**src/rtl/led_sched_pkg.sv**
```systemverilog
// Shared types and defaults for the LED frame scheduler.
// Default timing constants assume a 40 MHz system clock.
package led_sched_pkg;

  localparam int COLOR_W            = 24;
  localparam int LATCH_CYCLES_DEF   = 2000;
  localparam int REFRESH_CYCLES_DEF = 400000;

  typedef enum logic [2:0] {
    ST_IDLE  = 3'd0,
    ST_FETCH = 3'd1,
    ST_SEND  = 3'd2,
    ST_WAIT  = 3'd3,
    ST_LATCH = 3'd4
  } sched_state_t;

  // Index/counter width that never collapses to zero bits.
  function automatic int width_of(input int n);
    return (n > 1) ? $clog2(n) : 1;
  endfunction

endpackage

```
**src/rtl/led_frame_scheduler_cycle_timer.sv**
```systemverilog
// Loadable down-counter with a zero flag; stops at zero until reloaded.
// Used for the latch gap and, when auto refresh is built in, the refresh interval.
module cycle_timer #(
  parameter int WIDTH = 8
) (
  input  logic             clk,
  input  logic             rst_n,
  input  logic             load,
  input  logic [WIDTH-1:0] load_val,
  input  logic             en,
  output logic             zero
);

  logic [WIDTH-1:0] count_q;
  logic [WIDTH-1:0] count_d;

  // Next count: load wins over counting, and counting saturates at zero.
  always_comb begin
    count_d = count_q;
    if (load) begin
      count_d = load_val;
    end else if (en && (count_q != '0)) begin
      count_d = count_q - WIDTH'(1);
    end else begin
      count_d = count_q;
    end
  end

  // Count register.
  always_ff @(posedge clk or negedge rst_n) begin
    if (!rst_n) begin
      count_q <= '0;
    end else begin
      count_q <= count_d;
    end
  end

  assign zero = (count_q == '0);

endmodule

```
**src/rtl/led_frame_scheduler.sv**
```systemverilog
// Walks every face/pixel of the WS2812 chain, hands each colour to the serializer,
// then holds the latch gap. Optional periodic re-send is built with AUTO_REFRESH_EN.
module led_frame_scheduler
  import led_sched_pkg::*;
#(
  parameter int NUM_FACES       = 6,
  parameter int PIXELS_PER_FACE = 64,
  parameter int LATCH_CYCLES    = LATCH_CYCLES_DEF,
`ifdef AUTO_REFRESH_EN
  parameter int REFRESH_CYCLES  = REFRESH_CYCLES_DEF,
`endif
  parameter int FACE_W          = width_of(NUM_FACES),
  parameter int PIX_W           = width_of(PIXELS_PER_FACE)
) (
  input  logic               clk,
  input  logic               reset,
  input  logic               frame_req,
  output logic [FACE_W-1:0]  face_idx,
  output logic [PIX_W-1:0]   pixel_idx,
  output logic               pix_valid,
  input  logic [COLOR_W-1:0] pix_color,
  output logic               ser_start,
  output logic [COLOR_W-1:0] ser_data,
  input  logic               ser_done,
  output logic               latch,
  output logic               busy,
  output logic               frame_done,
  output logic [7:0]         frame_count
);

  localparam int                 LATCH_W    = width_of(LATCH_CYCLES);
  localparam logic [LATCH_W-1:0] LATCH_LOAD = LATCH_W'(LATCH_CYCLES - 1);
  localparam logic [FACE_W-1:0]  FACE_LAST  = FACE_W'(NUM_FACES - 1);
  localparam logic [PIX_W-1:0]   PIX_LAST   = PIX_W'(PIXELS_PER_FACE - 1);

  sched_state_t       state_q, state_d;
  logic [FACE_W-1:0]  face_q, face_d;
  logic [PIX_W-1:0]   pix_q, pix_d;
  logic [COLOR_W-1:0] ser_data_q, ser_data_d;
  logic               ser_start_q, ser_start_d;
  logic               busy_q, busy_d;
  logic               frame_done_q, frame_done_d;
  logic [7:0]         frame_count_q, frame_count_d;
  logic               pending_q, pending_d;
  logic               latch_load_s;
  logic               latch_zero_s;
  logic               start_s;
  logic               last_pix_s;

  cycle_timer #(.WIDTH(LATCH_W)) u_latch_timer (
    .clk      (clk),
    .rst_n    (reset),
    .load     (latch_load_s),
    .load_val (LATCH_LOAD),
    .en       (state_q == ST_LATCH),
    .zero     (latch_zero_s)
  );

`ifdef AUTO_REFRESH_EN
  localparam int                   REFRESH_W    = width_of(REFRESH_CYCLES);
  localparam logic [REFRESH_W-1:0] REFRESH_LOAD = REFRESH_W'(REFRESH_CYCLES - 1);

  logic refresh_zero_s;
  logic refresh_due_s;
  logic refresh_armed_q, refresh_armed_d;

  // Reloaded at every frame completion and frozen outside IDLE.
  cycle_timer #(.WIDTH(REFRESH_W)) u_refresh_timer (
    .clk      (clk),
    .rst_n    (reset),
    .load     (frame_done_d),
    .load_val (REFRESH_LOAD),
    .en       (state_q == ST_IDLE),
    .zero     (refresh_zero_s)
  );

  // Armed by the first completed frame so a fresh reset does not fire a re-send at once.
  assign refresh_armed_d = refresh_armed_q | frame_done_d;
  assign refresh_due_s   = refresh_armed_q & refresh_zero_s & (state_q == ST_IDLE);
  assign start_s         = frame_req | refresh_due_s;

  // Refresh arm flag.
  always_ff @(posedge clk or negedge reset) begin
    if (!reset) begin
      refresh_armed_q <= 1'b0;
    end else begin
      refresh_armed_q <= refresh_armed_d;
    end
  end
`else
  assign start_s = frame_req;
`endif

  assign last_pix_s = (face_q == FACE_LAST) && (pix_q == PIX_LAST);

  // Next-state and registered-output decode for the frame walk.
  always_comb begin
    state_d       = state_q;
    face_d        = face_q;
    pix_d         = pix_q;
    ser_data_d    = ser_data_q;
    ser_start_d   = 1'b0;
    frame_done_d  = 1'b0;
    frame_count_d = frame_count_q;
    latch_load_s  = 1'b0;
    if (frame_req && (state_q != ST_IDLE)) begin
      pending_d = 1'b1;
    end else begin
      pending_d = pending_q;
    end

    case (state_q)
      ST_IDLE: begin
        if (start_s) begin
          state_d = ST_FETCH;
          face_d  = '0;
          pix_d   = '0;
        end else begin
          state_d = ST_IDLE;
        end
      end
      ST_FETCH: begin
        ser_data_d  = pix_color;
        ser_start_d = 1'b1;
        state_d     = ST_SEND;
      end
      ST_SEND: begin
        state_d = ST_WAIT;
      end
      ST_WAIT: begin
        if (!ser_done) begin
          state_d = ST_WAIT;
        end else if (last_pix_s) begin
          state_d      = ST_LATCH;
          latch_load_s = 1'b1;
        end else if (pix_q == PIX_LAST) begin
          state_d = ST_FETCH;
          pix_d   = '0;
          face_d  = face_q + FACE_W'(1);
        end else begin
          state_d = ST_FETCH;
          pix_d   = pix_q + PIX_W'(1);
        end
      end
      ST_LATCH: begin
        if (latch_zero_s) begin
          frame_done_d  = 1'b1;
          frame_count_d = frame_count_q + 8'd1;
          pending_d     = 1'b0;
          // A request landing on the exit cycle restarts just like a stored one.
          if (pending_q || frame_req) begin
            state_d = ST_FETCH;
            face_d  = '0;
            pix_d   = '0;
          end else begin
            state_d = ST_IDLE;
          end
        end else begin
          state_d = ST_LATCH;
        end
      end
      default: begin
        state_d = ST_IDLE;
      end
    endcase

    busy_d = (state_d != ST_IDLE);
  end

  // State and output registers.
  always_ff @(posedge clk or negedge reset) begin
    if (!reset) begin
      state_q       <= ST_IDLE;
      face_q        <= '0;
      pix_q         <= '0;
      ser_data_q    <= '0;
      ser_start_q   <= 1'b0;
      busy_q        <= 1'b0;
      frame_done_q  <= 1'b0;
      frame_count_q <= 8'd0;
      pending_q     <= 1'b0;
    end else begin
      state_q       <= state_d;
      face_q        <= face_d;
      pix_q         <= pix_d;
      ser_data_q    <= ser_data_d;
      ser_start_q   <= ser_start_d;
      busy_q        <= busy_d;
      frame_done_q  <= frame_done_d;
      frame_count_q <= frame_count_d;
      pending_q     <= pending_d;
    end
  end

  assign face_idx    = face_q;
  assign pixel_idx   = pix_q;
  assign pix_valid   = (state_q == ST_FETCH);
  assign latch       = (state_q == ST_LATCH);
  assign ser_start   = ser_start_q;
  assign ser_data    = ser_data_q;
  assign busy        = busy_q;
  assign frame_done  = frame_done_q;
  assign frame_count = frame_count_q;

endmodule

```
**config.mk**
```make
export PLATFORM = sky130hd
export DESIGN_NAME = led_frame_scheduler
export DESIGN_NICKNAME = d
export VERILOG_FILES = /design/src/rtl/led_sched_pkg.sv /design/src/rtl/led_frame_scheduler_cycle_timer.sv /design/src/rtl/led_frame_scheduler.sv
export SDC_FILE = /design/constraint.sdc
export NUM_CORES = 1
export LEC_CHECK = 0
export ABC_CLOCK_PERIOD_IN_PS = 1900
export BUFFER_PORTS_ARGS = -buffer_cell sky130_fd_sc_hd__buf_2
export CORE_ASPECT_RATIO = 0.75
export CORE_MARGIN = 10
export CORE_UTILIZATION = 47
export DETAILED_ROUTE_END_ITERATION = 8
export PLACE_DENSITY_LB_ADDON = 0.12
export SYNTH_ARGS = -nofsm -noshare
export SYNTH_HDL_FRONTEND = slang
export SYNTH_SLANG_ARGS = --single-unit
```
**constraint.sdc**
```tcl
create_clock -name clk -period 1.9 [get_ports clk]
set_clock_uncertainty 0.2 [all_clocks]
set_input_delay 0.38 -clock clk [delete_from_list [all_inputs] [get_ports clk]]
set_output_delay 0.38 -clock clk [all_outputs]
set_load 0.05 [all_outputs]
```
* After elaboration in Yosys (flattened, before gate mapping)
Index checks and enable logic that the tools add are counted.
** Word-level totals
- Flip-flop bits (word level) :: 59
- Input port bits :: 28
- Output and inout port bits :: 46
- Word-level logic and storage cells :: 71
** Operators by class
- $add $sub $neg :: 4
- Eq/ne operators :: 12
- Multiplexer cells :: 31
- Reductions and logical operators :: 14
** Operator list (number)
- $mux W6 :: 6
- $mux W3 :: 9
- $mux W11 :: 2
- $pmux W6 S3 :: 1
- $pmux W3 S5 :: 1
- $ne A2 B2 Y1 const B :: 6
- $logic_not A11 Y1 :: 1
- $mux W1 :: 11
- $reduce_bool A11 Y1 :: 1
- $sub A11 B1 Y11 const B :: 1
- $pmux W3 S3 :: 1
- $reduce_bool A3 Y1 :: 3
- $add A8 B1 Y8 const B :: 1
- $reduce_and A7 Y1 :: 1
- $add A6 B1 Y6 const B :: 1
- $eq A3 B2 Y1 const B :: 2
- $eq A3 B3 Y1 const B :: 2
- $eq A6 B6 Y1 const B :: 1
- $reduce_and A6 Y1 :: 1
- $add A3 B1 Y3 const B :: 1
- $eq A3 B1 Y1 const B :: 1
- $logic_and A1 B1 Y1 :: 3
- $logic_not A3 Y1 :: 1
- $reduce_and A2 Y1 :: 1
- other kinds (2) :: 2

* Longest topological paths before layout
- Depth after elaboration :: 6
- Depth in mapped cells :: 8
- Depth with buffers taken out :: 7

* Modules after synthesis
A second synthesis with hierarchy kept.
** Unflattened totals
- Cells, all modules :: 239
- Area, all modules :: 2850.2 µm²
** Modules (own cells, without submodules)
- led_frame_scheduler :: times used 1, cells an instance 164, area each 2143.3 µm², seq. area each 1201.2 µm²
- cycle_timer :: times used 1, cells an instance 75, area each 706.9 µm², seq. area each 275.3 µm²

* Least setup slack after synthesis
OpenSTA, ideal clock, no wires.
- Kind :: reg-to-reg
- From :: register pix_q[0] (netlist: pixel_idx[0])
- To :: register busy_q (netlist: busy)
- Arrival :: 1892 ps
- Setup slack :: -323 ps
- Stages on the path, launching flop included :: 7
- Buffers on the path :: 0
- Period minus slack after synthesis :: 2223 ps
- Cell sequence :: dfrtp_1 > ha_1 > nand4_1 > nor2_1 > nand3_1 > a21o_1 > or3_1
** On the way
- Longest elaborated chain between the ends :: 6
** Ends and longest elaborated chain
- from (decl) :: RTL line led_frame_scheduler.sv:38 : logic [PIX_W-1:0] pix_q, pix_d;
- from (signal assigned) :: RTL line led_frame_scheduler.sv:185 : pix_q <= pix_d;
- $eq A6 B6 Y1 :: RTL line led_frame_scheduler.sv:94 : assign last_pix_s = (face_q == FACE_LAST) && (pix_q == PIX_LAST);
- $logic_and A1 B1 Y1 :: RTL line led_frame_scheduler.sv:94
- $mux W3 :: RTL line led_frame_scheduler.sv:133 : end else if (last_pix_s) begin
- $mux W3 :: RTL line led_frame_scheduler.sv:131 : if (!ser_done) begin
- $pmux W3 S5 :: RTL line led_frame_scheduler.sv:112 : case (state_q)
- named net state_d[0] :: RTL line led_frame_scheduler.sv:36 : sched_state_t state_q, state_d;
- $reduce_bool A3 Y1 :: RTL line led_frame_scheduler.sv:167 : busy_d = (state_d != ST_IDLE);
- named net busy_d :: RTL line led_frame_scheduler.sv:41 : logic busy_q, busy_d;
- to (signal assigned) :: RTL line led_frame_scheduler.sv:188 : busy_q <= busy_d;
- to (decl) :: RTL line led_frame_scheduler.sv:41
The timed path passes the listed nets, and every way through them passes these cells.
A chain may end at the register's enable or synchronous reset.

* Final worst setup path
- From :: register state_q[0]
- To :: register pix_q[4] (netlist: pixel_idx[4])
** On the way
- Longest elaborated chain between the ends :: 3
- Elaborated cells on any way between the ends :: 11
- Those cells by class :: eq/ne (7); mux (1); reduce/logical (3)
** Ends and longest elaborated chain
- from (decl) :: RTL line led_frame_scheduler.sv:36
- from (signal assigned) :: RTL line led_frame_scheduler.sv:183 : state_q <= state_d;
- $eq A3 B3 Y1 (tied with other cells) :: RTL line led_frame_scheduler.sv:112
- $ne A2 B2 Y1 (no source line) / $reduce_bool A3 Y1 (equally long branches)
- $reduce_and A6 Y1 (no source line)
Several ways; a longest one is shown, not always the timed one.

==> metrics.txt <==
# TYPE chip_impl_metric gauge
chip_impl_metric{name="power.sequential.fraction",unit="%"} 29.3
chip_impl_info{name="hold_path.startpoint",value="pix_color[0]"} 1
chip_impl_info{name="cpLargestDelayFamily",value="simple AND/OR/NAND/NOR gates"} 1
chip_impl_metric{name="rows",unit=""} 23
chip_impl_metric{name="synthDominantCellAreaShare",unit="%"} 56.1
chip_impl_metric{name="cts-buffers-inserted",unit=""} 9
chip_impl_metric{name="max_slew.worst_pin.slew",unit="ps"} 410
chip_impl_metric{name="top_level_ports",unit=""} 74
chip_impl_metric{name="aggregate_global_route_resource_usage",unit="%"} 15.1
chip_impl_metric{name="finalSetupViolCount",unit=""} 51
chip_impl_metric{name="maxCapViolations",unit=""} 0
chip_impl_metric{name="maxClockFrequency",unit="MHz"} 474
chip_impl_metric{name="dieHeight",unit="µm"} 84.8
chip_impl_metric{name="layout_worst_path_cycle_share",unit="%"} 111
chip_impl_metric{name="cp.required",unit="ps"} 1970
chip_impl_metric{name="grt_first_pass_wirelength",unit="µm"} 11000
chip_impl_metric{name="antenna_found_initial",unit=""} 0
chip_impl_metric{name="leakagePower",unit="nW"} 2.00
chip_impl_metric{name="gp_congestion",unit=""} 0.843
chip_impl_metric{name="wire_per_inst",unit="µm"} 16.7
chip_impl_info{name="run_status",value="finished with violations"} 1
chip_impl_metric{name="initial_utilization",unit="%"} 48.9
chip_impl_metric{name="clock_tree.htree_level_count",unit=""} 3
chip_impl_metric{name="place.detailed.hpwl",unit="µm"} 4920
chip_impl_metric{name="syn-mean-instance-area",unit="µm²"} 11.6
chip_impl_info{name="critical_path.endpoint_type",value="flop"} 1
chip_impl_metric{name="finish.net_count",unit=""} 402
chip_impl_metric{name="final_max_slew_viol_count",unit=""} 0
chip_impl_metric{name="route.detailed.vias_per_inst",unit=""} 5.08
chip_impl_metric{name="layout_min_cycle_time",unit="ps"} 2110
chip_impl_metric{name="syn_area",unit="mm²"} 0.00263
chip_impl_metric{name="clkTransAtPathRegs",unit="ps"} 70
chip_impl_info{name="cts_root_buf",value="sky130_fd_sc_hd__clkbuf_8"} 1
chip_impl_metric{name="yosys_warnings",unit=""} 0
chip_impl_metric{name="hold_violations",unit=""} 0
chip_impl_metric{name="critical_path_cell_count",unit=""} 7
chip_impl_metric{name="timing.reg2reg.worst_path_depth",unit=""} 7
chip_impl_metric{name="first_pass_iters",unit=""} 4
chip_impl_info{name="startpoint_type",value="flop"} 1
chip_impl_metric{name="die-area",unit="mm²"} 0.00903
chip_impl_metric{name="detail_route.drc_violations",unit=""} 0
chip_impl_info{name="path_cells",value="buf_6, buf_4, and3b_2, nand2_1, a221o_1, or3_1, a21oi_2"} 1
chip_impl_info{name="r2r_start",value="state_q[0]"} 1
chip_impl_metric{name="synth.ff_latch_count",unit=""} 59
chip_impl_info{name="tritoncts",value="done"} 1
chip_impl_metric{name="port-buffer-count",unit=""} 73
chip_impl_info{name="hold_end",value="ser_data[0]"} 1
chip_impl_metric{name="clockBufferDepth",unit=""} 2
chip_impl_metric{name="post_route_cells_drive_above_1_share",unit="%"} 59.5
chip_impl_metric{name="yosys.cell_types.count",unit=""} 41
chip_impl_metric{name="netlist_instances",unit=""} 226
chip_impl_metric{name="die_width",unit="µm"} 106
chip_impl_metric{name="clock-sinks",unit=""} 59
chip_impl_metric{name="power.ir.vdd_worst",unit="V"} 0.000812
chip_impl_metric{name="placement.setup.worst_slack",unit="ps"} -205
chip_impl_metric{name="drt_iter0_markers",unit=""} 63
chip_impl_metric{name="syn2layout_area_growth",unit="%"} 58.0
chip_impl_metric{name="antennaDiodeCount",unit=""} 0
chip_impl_metric{name="synthesis.nets",unit=""} 260
chip_impl_info{name="grt_setup_unrepaired",value="true"} 1
chip_impl_metric{name="p_sw_share",unit="%"} 42.7
chip_impl_metric{name="worstSkewPairLatency",unit="ps"} 330
chip_impl_metric{name="power_density",unit="mW/mm²"} 1460
chip_impl_metric{name="core_area",unit="mm²"} 0.00538
chip_impl_metric{name="final_area",unit="mm²"} 0.00416
chip_impl_metric{name="worst_ep_arrival_time",unit="ps"} 2170
chip_impl_metric{name="grt_start_max_net_pins",unit=""} 46
chip_impl_info{name="critPathSlowestCell",value="sky130_fd_sc_hd__dfrtp_1"} 1
chip_impl_metric{name="grt_overflow",unit=""} 0
chip_impl_metric{name="setup.reg_to_reg.worst_slack",unit="ps"} -210
chip_impl_metric{name="critical_path_peak_fanout",unit=""} 5
chip_impl_metric{name="antenna_left",unit=""} 0
chip_impl_metric{name="synth_seq_area_share",unit="%"} 56.1
chip_impl_metric{name="cp_slowest_stage_delay",unit="ps"} 400
chip_impl_metric{name="final.hold.worst_slack",unit="ps"} 69.9
chip_impl_info{name="reg2reg_to",value="pixel_idx[4]"} 1
chip_impl_info{name="ys_top_cells_by_area",value="sky130_fd_sc_hd__dfrtp_1 56%, sky130_fd_sc_hd__mux2_2 10%, sky130_fd_sc_hd__nand2_1 3.6%"} 1
chip_impl_info{name="worst-setup-path-type",value="flop to flop"} 1
chip_impl_metric{name="switchingPower",unit="W"} 0.00259
chip_impl_metric{name="maxSlewHeadroom",unit="%"} 72.7
chip_impl_info{name="synth_top_area_cell",value="sky130_fd_sc_hd__dfrtp_1"} 1
chip_impl_metric{name="worstHoldPathCells",unit=""} 2
chip_impl_info{name="hp-class",value="input port to flop"} 1
chip_impl_info{name="violations",value="negative setup slack"} 1
chip_impl_metric{name="first_global_vias",unit=""} 2286
chip_impl_metric{name="p_int",unit="W"} 0.00348
chip_impl_metric{name="num_vias",unit=""} 2278
chip_impl_metric{name="post_dp_cell_area",unit="mm²"} 0.00349
chip_impl_metric{name="fin_ws",unit="ps"} -208
chip_impl_metric{name="power_frac_clock",unit="%"} 19.9
chip_impl_metric{name="drt_wl_total",unit="µm"} 7490
chip_impl_metric{name="pwr-share-comb",unit="%"} 50.8
chip_impl_metric{name="critPathBufInv",unit=""} 2
logic make-up (layout without fill, tap and decap cells):
kind of cell    Yosys count  after routing  share of synthesized area (%)
compound gates           36             36                           8.18
xor+xnor                 12             12                           3.99
fa+ha+maj                 6              6                           2.85
buf+inv                  12            159                           1.85
flops                    59             59                           56.1
mux                      25             25                           10.6
simple gates             76             76                           16.4
sequential cells by signal, indices dropped and copies added, names as in the netlist:
| signal | cells |
|---|---|
| busy | 1 |
| frame_count | 8 |
| ser_data | 24 |
| state_q | 3 |
| pixel_idx | 6 |
| pending_q | 1 |
| ser_start | 1 |
| face_idx | 3 |
| frame_done | 1 |
| u_latch_timer.count_q | 11 |
power groups by stage:
stage,registers (W),logic [W],clock network (W)
2_1_floorplan,0.00292,0.000705,0
3_3_place_gp,0.00176,0.00256,0
3_5_place_dp,0.00179,0.00259,0
4_1_cts,0.00176,0.00268,0.00124
5_1_grt,0.00182,0.00324,0.00129
6_report,0.00178,0.00308,0.00121
cell usage after synthesis:
cell,number
sky130_fd_sc_hd__dfrtp_1,59
sky130_fd_sc_hd__nand2_1,25
sky130_fd_sc_hd__mux2_2,24
sky130_fd_sc_hd__o21ai_0,16
sky130_fd_sc_hd__nor2_1,12
sky130_fd_sc_hd__a21oi_1,9
sky130_fd_sc_hd__nand3_1,9
sky130_fd_sc_hd__xnor2_1,8
sky130_fd_sc_hd__ha_1,6
sky130_fd_sc_hd__inv_1,6
sky130_fd_sc_hd__nand4_1,6
sky130_fd_sc_hd__or3_1,5
sky130_fd_sc_hd__xor2_1,4
sky130_fd_sc_hd__buf_2,3
sky130_fd_sc_hd__nor3_1,3
sky130_fd_sc_hd__and3_1,2
sky130_fd_sc_hd__clkbuf_1,2
sky130_fd_sc_hd__nand2b_1,2
sky130_fd_sc_hd__nor4_2,2
sky130_fd_sc_hd__or4_1,2
sky130_fd_sc_hd__a21boi_1,1
sky130_fd_sc_hd__a21o_1,1
sky130_fd_sc_hd__a221o_1,1
sky130_fd_sc_hd__a31o_1,1
sky130_fd_sc_hd__a31oi_1,1
sky130_fd_sc_hd__a31oi_2,1
sky130_fd_sc_hd__and3b_1,1
sky130_fd_sc_hd__inv_2,1
sky130_fd_sc_hd__mux2i_1,1
sky130_fd_sc_hd__nand3b_1,1
sky130_fd_sc_hd__nor2b_1,1
sky130_fd_sc_hd__nor3_2,1
sky130_fd_sc_hd__nor3b_2,1
sky130_fd_sc_hd__nor4_4,1
sky130_fd_sc_hd__nor4b_4,1
sky130_fd_sc_hd__o211ai_1,1
sky130_fd_sc_hd__o21bai_1,1
sky130_fd_sc_hd__o22ai_1,1
sky130_fd_sc_hd__o31ai_1,1
sky130_fd_sc_hd__o41ai_1,1
sky130_fd_sc_hd__or3b_1,1
worst max-delay path by stage:
stage	from	to	slack (ps)
finish	state_q[0]	pixel_idx[4]	-210
CTS	state_q[0]	latch	-170
global placement	u_latch_timer.count_q[1]	pixel_idx[4]	-90
global route	u_latch_timer.count_q[1]	pixel_idx[4]	-290
floorplan	state_q[1]	frame_count[7]	-100
detailed placement	u_latch_timer.count_q[1]	face_idx[1]	-210
placed cells by master, fill, tap and decap left out, types with 7 or more instances in the layout:
cell type,instances
sky130_fd_sc_hd__a21oi_1,7
sky130_fd_sc_hd__o21ai_1,8
sky130_fd_sc_hd__nand3_1,9
sky130_fd_sc_hd__buf_6,14
sky130_fd_sc_hd__mux2_2,11
sky130_fd_sc_hd__nor2_1,7
sky130_fd_sc_hd__mux2_4,13
sky130_fd_sc_hd__nand2_1,19
sky130_fd_sc_hd__dfrtp_1,55
sky130_fd_sc_hd__clkbuf_8,12
sky130_fd_sc_hd__buf_4,42
sky130_fd_sc_hd__buf_2,71
metrics by stage:
stage	setup TNS [ps]	power, W	util [%]	cells
4_1_cts	-1430	0.00568	71.1	436
3_3_place_gp	-836	0.00432	64.9	413
3_5_place_dp	-2040	0.00438	64.9	413
6_report	-3650	0.00607	77.3	448
2_1_floorplan	-702	0.00362	-	226
5_1_grt	-6820	0.00635	77.3	448
what timing repair did:
action                                  in CTS  in global routing
hold buffers                                 1                  0
setup buffers                                6                 11
endpoints found under the hold margin       14                  0
endpoints found under the setup margin      26                 55
gates cloned                                 0                  2
pin swaps                                   13                 20
resized for setup                           20                 53
layout make-up:
| class | count | area [µm²] |
|---|---|---|
| tap | 75 | 93.8 |
| clock inverter | 4 | 47.5 |
| sequential | 59 | 1480 |
| multi-input combinational | 155 | 1340 |
| clock buffer | 12 | 165 |
| inverter | 7 | 33.8 |
| timing repair buffer | 136 | 993 |
| fill | 352 | 1220 |
per-layer routing:
layer | wire, µm | vias up | part of all wire [%] | track usage, %
li1 | - | 1095 | - | -
met1 | 3160 | 1094 | 42 | 17.8
met2 | 3700 | 76 | 49 | 24.5
met3 | 496 | 13 | 6.6 | 5.97
met4 | 140 | 0 | 1.9 | 5.52
met5 | 0 | - | 0 | 0
No activity file was read; power rests on OpenSTA's default activity.
